==> src/rtl/present_player_pipe.sv <==
// PRESENT pLayer engine: per-beat forward/inverse/bypass bit permutation feeding an
// elastic valid/ready pipeline of LATENCY register stages.
module present_player_pipe #(
  parameter int unsigned WIDTH   = 64,
  parameter int unsigned LATENCY = 1
) (
  input  logic             clk_i,
  input  logic             rst_i,
  input  logic             in_valid_i,
  output logic             in_ready_o,
  input  logic [1:0]       mode_i,
  input  logic [WIDTH-1:0] data_i,
  output logic             out_valid_o,
  input  logic             out_ready_i,
  output logic [WIDTH-1:0] data_o,
  output logic [1:0]       mode_o,
  output logic             busy_o
);

  localparam int unsigned Msb = WIDTH - 1;

  if (WIDTH < 8 || (WIDTH % 4) != 0) begin : g_bad_width
    $error("present_player_pipe: WIDTH must be a multiple of 4 and at least 8");
  end
  if (LATENCY < 1 || LATENCY > 4) begin : g_bad_latency
    $error("present_player_pipe: LATENCY must be in 1..4");
  end

  logic [WIDTH-1:0] fwd_perm;
  logic [WIDTH-1:0] inv_perm;
  logic [WIDTH-1:0] perm;

  // Pure wiring: every source bit has a fixed destination in each direction.
  for (genvar i = 0; i < WIDTH; i++) begin : g_perm
    localparam int unsigned FwdDst = (i == Msb) ? Msb : (i * (WIDTH / 4)) % Msb;
    localparam int unsigned InvDst = (i == Msb) ? Msb : (4 * i) % Msb;
    assign fwd_perm[FwdDst] = data_i[i];
    assign inv_perm[InvDst] = data_i[i];
  end

  always_comb begin
    if (mode_i[1])      perm = data_i;
    else if (mode_i[0]) perm = inv_perm;
    else                perm = fwd_perm;
  end

  logic [LATENCY-1:0] v_q;
  logic [LATENCY-1:0] adv;
  logic [LATENCY-1:0] ld;
  logic [LATENCY-1:0] up_v;
  logic [1:0]         mode_q  [LATENCY];
  logic [WIDTH-1:0]   data_q  [LATENCY];
  logic [1:0]         up_mode [LATENCY];
  logic [WIDTH-1:0]   up_data [LATENCY];

  always_comb begin
    logic drain;
    drain = 1'b0;
    adv   = '0;
    ld    = '0;
    for (int k = 0; k < LATENCY; k++) begin
      // Stage k may advance if the sink drains or any later stage holds a hole.
      drain = out_ready_i;
      for (int j = k + 1; j < LATENCY; j++) drain = drain | ~v_q[j];
      adv[k] = drain;
      ld[k]  = ~v_q[k] | drain;
    end
  end

  always_comb begin
    up_v       = '0;
    up_v[0]    = in_valid_i;
    up_mode[0] = mode_i;
    up_data[0] = perm;
    for (int k = 1; k < LATENCY; k++) begin
      up_v[k]    = v_q[k-1];
      up_mode[k] = mode_q[k-1];
      up_data[k] = data_q[k-1];
    end
  end

  always_ff @(posedge clk_i or posedge rst_i) begin
    if (rst_i) begin
      v_q <= '0;
      for (int k = 0; k < LATENCY; k++) begin
        mode_q[k] <= '0;
        data_q[k] <= '0;
      end
    end else begin
      for (int k = 0; k < LATENCY; k++) begin
        if (ld[k]) begin
          v_q[k] <= up_v[k];
          // Bubbles move only the valid bit; payload keeps its last value.
          if (up_v[k]) begin
            mode_q[k] <= up_mode[k];
            data_q[k] <= up_data[k];
          end
        end
      end
    end
  end

  assign in_ready_o  = ld[0];
  assign out_valid_o = v_q[LATENCY-1];
  assign data_o      = data_q[LATENCY-1];
  assign mode_o      = mode_q[LATENCY-1];
  assign busy_o      = |v_q;

endmodule
==> config.mk <==
export PLATFORM = sky130hd
export DESIGN_NAME = present_player_pipe
export DESIGN_NICKNAME = d
export VERILOG_FILES = /design/src/rtl/present_player_pipe.sv
export SDC_FILE = /design/constraint.sdc
export NUM_CORES = 1
export LEC_CHECK = 0
export ABC_AREA = 1
export CAP_MARGIN = 40
export CORE_UTILIZATION = 25
export DETAILED_ROUTE_END_ITERATION = 10
export SETUP_SLACK_MARGIN = 0.15
export SLEW_MARGIN = 20
export SYNTH_ARGS = -nofsm -noshare
export SYNTH_HDL_FRONTEND = slang
export SYNTH_SLANG_ARGS = --single-unit
==> constraint.sdc <==
create_clock -name clk_i -period 6.3 [get_ports clk_i]
set_input_delay 0.945 -clock clk_i [delete_from_list [all_inputs] [get_ports clk_i]]
set_output_delay 0.945 -clock clk_i [all_outputs]
set_load 0.02 [all_outputs]
After elaboration in Yosys (flattened, before gate mapping):

Index checks and enable logic that the tools add are counted.

* register bits: 67
* bits of input ports: 70
* output and inout bits: 69
* logic and storage cells: 8

* muxes and demuxes: 2
* bitwise operators: 2
* reduce and logical (&&, ||, !) cells: 1

Operator list (count)
* 63-bit two-way mux: 2
* 2-bit AND reduction: 1
* 1-bit inverter: 1
* 1-bit bitwise OR: 1

Longest topological paths before layout:

* word-level depth: 3
* depth in mapped cells: 8

Worst setup path after synthesis:

No wires, ideal clock.

* kind: input-to-output
* start: in out_ready_i
* end: out in_ready_o
* arrival time: 1.105 ns
* data required time: 5.355 ns
* path slack: 4.250 ns
* stages on the path: 2
* path buffers: 0
* cells stage by stage: inv_1 nand2_4

* word-level cells in the longest chain between the ends: 1

RTL lines
* from (decl): line 14 `input logic out_ready_i,`
* 1-bit bitwise OR: line 66 `ld[k] = ~v_q[k] | drain;`
* to (decl): line 10 `output logic in_ready_o,`

Every way passes these cells.

Worst setup path after layout:

Ends and elaborated chain as after synthesis.

==> results.json <==
{
  "status": "finished, final reports clean",
  "ys_seq_area_share_pct": 42.9,
  "synth_most_common_cell": "nand2_1",
  "power_density_mw_per_mm2": 276,
  "diodes": 0,
  "p_leak_uw": 0.00280,
  "drt-initial-drc-count": 227,
  "wl_per_cell_um": 12.8,
  "grt_pass1_wl_um": 19300,
  "gp_congestion": 0.710,
  "critPathKind": "in -> out",
  "synth_edf_count": 0,
  "ir_drop_mv": 0.109,
  "synth_top_area_share_pct": 42.9,
  "cts_resized": 0,
  "grt_pass1_vias": 3610,
  "timing.final.crit_share_pct": 49.3,
  "die-width_um": 127,
  "max_freq_ghz": 0.322,
  "hold_violations": 0,
  "syn-cell-area_mm2": 0.00391,
  "worst_path_most_repeated_cell": "clkdlybuf4s50_1",
  "post_cts_buffers": 0,
  "route.detailed.drc": 0,
  "skew_ns": 0.00389,
  "crit_arrival_ns": 2.16,
  "crit_required_ns": 5.35,
  "cts.sinks": 67,
  "rsz0062_at_grt": "no",
  "cts_tree": "built",
  "end_kind": "output port",
  "syn-num-nets": 681,
  "dp_slack_ns": 3.19,
  "synth_top_area_cell": "dfrtp_1",
  "die_area_mm2": 0.0162,
  "io_buffers": 138,
  "finalSetupViolations": 0,
  "placed_cell_area_mm2": 0.00538,
  "total_power_uw": 1570,
  "hpwlAfterDp_um": 8170,
  "coreArea_mm2": 0.0153,
  "ys_top_cells_by_area": "dfrtp_1 (43%), nand2_1 (30%), nor2_1 (12%)",
  "finalInstanceArea_mm2": 0.00571,
  "grt.total_usage_pct": 15.4,
  "firstDrtPassIters": 6,
  "synthCells": 611,
  "tns_ns": 0,
  "grt_max_degree": 71,
  "critPathLaunchType": "input pin",
  "ys_ff_latch": 67,
  "dieHeight_um": 127,
  "syn2layout_area_growth_pct": 46.0,
  "drt.antenna.violating_nets": 0,
  "slowest_stage": "clkdlybuf4s50_1",
  "min_period_ns": 3.11,
  "ctsHoldBuffers": 0,
  "overflow": 0,
  "ys_top_cells_by_count": "nand2_1 (311), nor2_1 (120), dfrtp_1 (67)",
  "synth_top_flop_cell": "dfrtp_1",
  "io_pins": 139,
  "grt_antenna_before_repair": 0,
  "slowest_delay_ns": 0.61,
  "clock_path_buffers": 2,
  "ctsRootBufferMaster": "clkbuf_16",
  "postSynth.asyncResetShare_pct": 100,
  "wirelength_um": 12000,
  "synth.avg_cell_area_um2": 6.40,
  "synthDistinctLibCells": 13,
  "num_rows": 45,
  "drive_gt1_share_pct": 3.70,
  "clkLatencyLatePin_ns": 0.33,
  "cts_inserted_buffers": 9,
  "drt-vias-per-instance": 4.25,
  "cts.clk_slew.worst_paths_ns": 0.06,
  "regToRegSetupSlack_ns": 4.27,
  "drv_cap": 0,
  "yosys_warnings": 0,
  "min_path_type": "reg -> reg",
  "fin_nets": 795,
  "worst_slew_margin_rel_pct": 51.7,
  "fin_ws_ns": 3.19,
  "tightest_slew_ns": 0.724,
  "maxSlewViolCount": 0,
  "path_cells": "clkdlybuf4s50_1, inv_1, nand2_4, clkdlybuf4s50_1",
  "h-tree-depth": 3,
  "routed-via-count": 3999,
  "cp_max_fo": 7,
  "fin_util_pct": 37.4,
  "start_util_pct": 25.6
}
-- cell type report --
class,instances,area [um2]
clock buffers,12,256
multi-input cells,499,1970
clock inverters,4,72.6
flip-flops and latches,67,1680
inverters,4,17.5
well taps,211,264
repair buffers,144,1450
fillers,1608,9550
-- sequential cells by signal, indices dropped and copies added, names as in the netlist --
name    count
mode_o      2
busy_o      1
data_o     64
-- power by group --
group,internal [uW],switching (uW)
Sequential,498,38.0
Clock,368,197
Combinational,212,260
Total,1080,496
-- through the flow --
step	hold WS, ns	instances
after global routing	0.485	941
final	0.474	941
after floorplan	0.578	611
after global placement	0.454	923
after CTS	0.480	941
after detailed placement	0.464	925
-- critical path, delay by kind of cell --
family,cells,cell delay (ns)
and+or+nand+nor,1,0.09
buffers and inverters,3,1.12
-- kinds of logic after synthesis --
group	count (synthesis)	synth area share [%]
AOI/OAI and AO/OA	2	0.256
DFF	67	42.9
and+or+nand+nor	497	50.0
buffers and inverters	45	6.91
-- layout by cell type (no fill, tap or decap) --
| cell type | n |
|---|---|
| clkbuf_16 | 9 |
| clkdlybuf4s50_1 | 137 |
| clkinvlp_4 | 1 |
| clkinv_2 | 3 |
| buf_12 | 1 |
| bufinv_16 | 2 |
| buf_4 | 4 |
| clkbuf_1 | 1 |
| buf_16 | 1 |
| inv_2 | 1 |
| clkbuf_8 | 2 |
| nor2_1 | 120 |
| nand3_1 | 64 |
| buf_2 | 1 |
| dfrtp_1 | 67 |
| inv_1 | 1 |
| nand2_1 | 311 |
| nand2_4 | 2 |
| o21ai_1 | 2 |
-- worst paths after layout --
kind	from	endpoint	depth (start not counted)
setup / recovery	out_ready_i	in_ready_o	4
hold / removal	data_o[21]$_DFFE_PP0P_	data_o[21]$_DFFE_PP0P_	2
setup reg to reg	busy_o$_DFFE_PP0P_	data_o[10]$_DFFE_PP0P_	6
hold reg to reg	data_o[21]$_DFFE_PP0P_	data_o[21]$_DFFE_PP0P_	2
max in group asynchronous	rst_i	data_o[32]$_DFFE_PP0P_	4
min in group asynchronous	rst_i	mode_o[1]$_DFFE_PP0P_	3
-- layer usage --
layer / up-vias / track usage [%] / wire length (um)
met4: 0 / 3.99 / 146
met2: 120 / 22.9 / 5060
met1: 1771 / 20.5 / 5800
met3: 10 / 6.41 / 1010
li1: 2098 / - / -
met5: - / 0 / 0
Power figures use the tool's default switching activity.
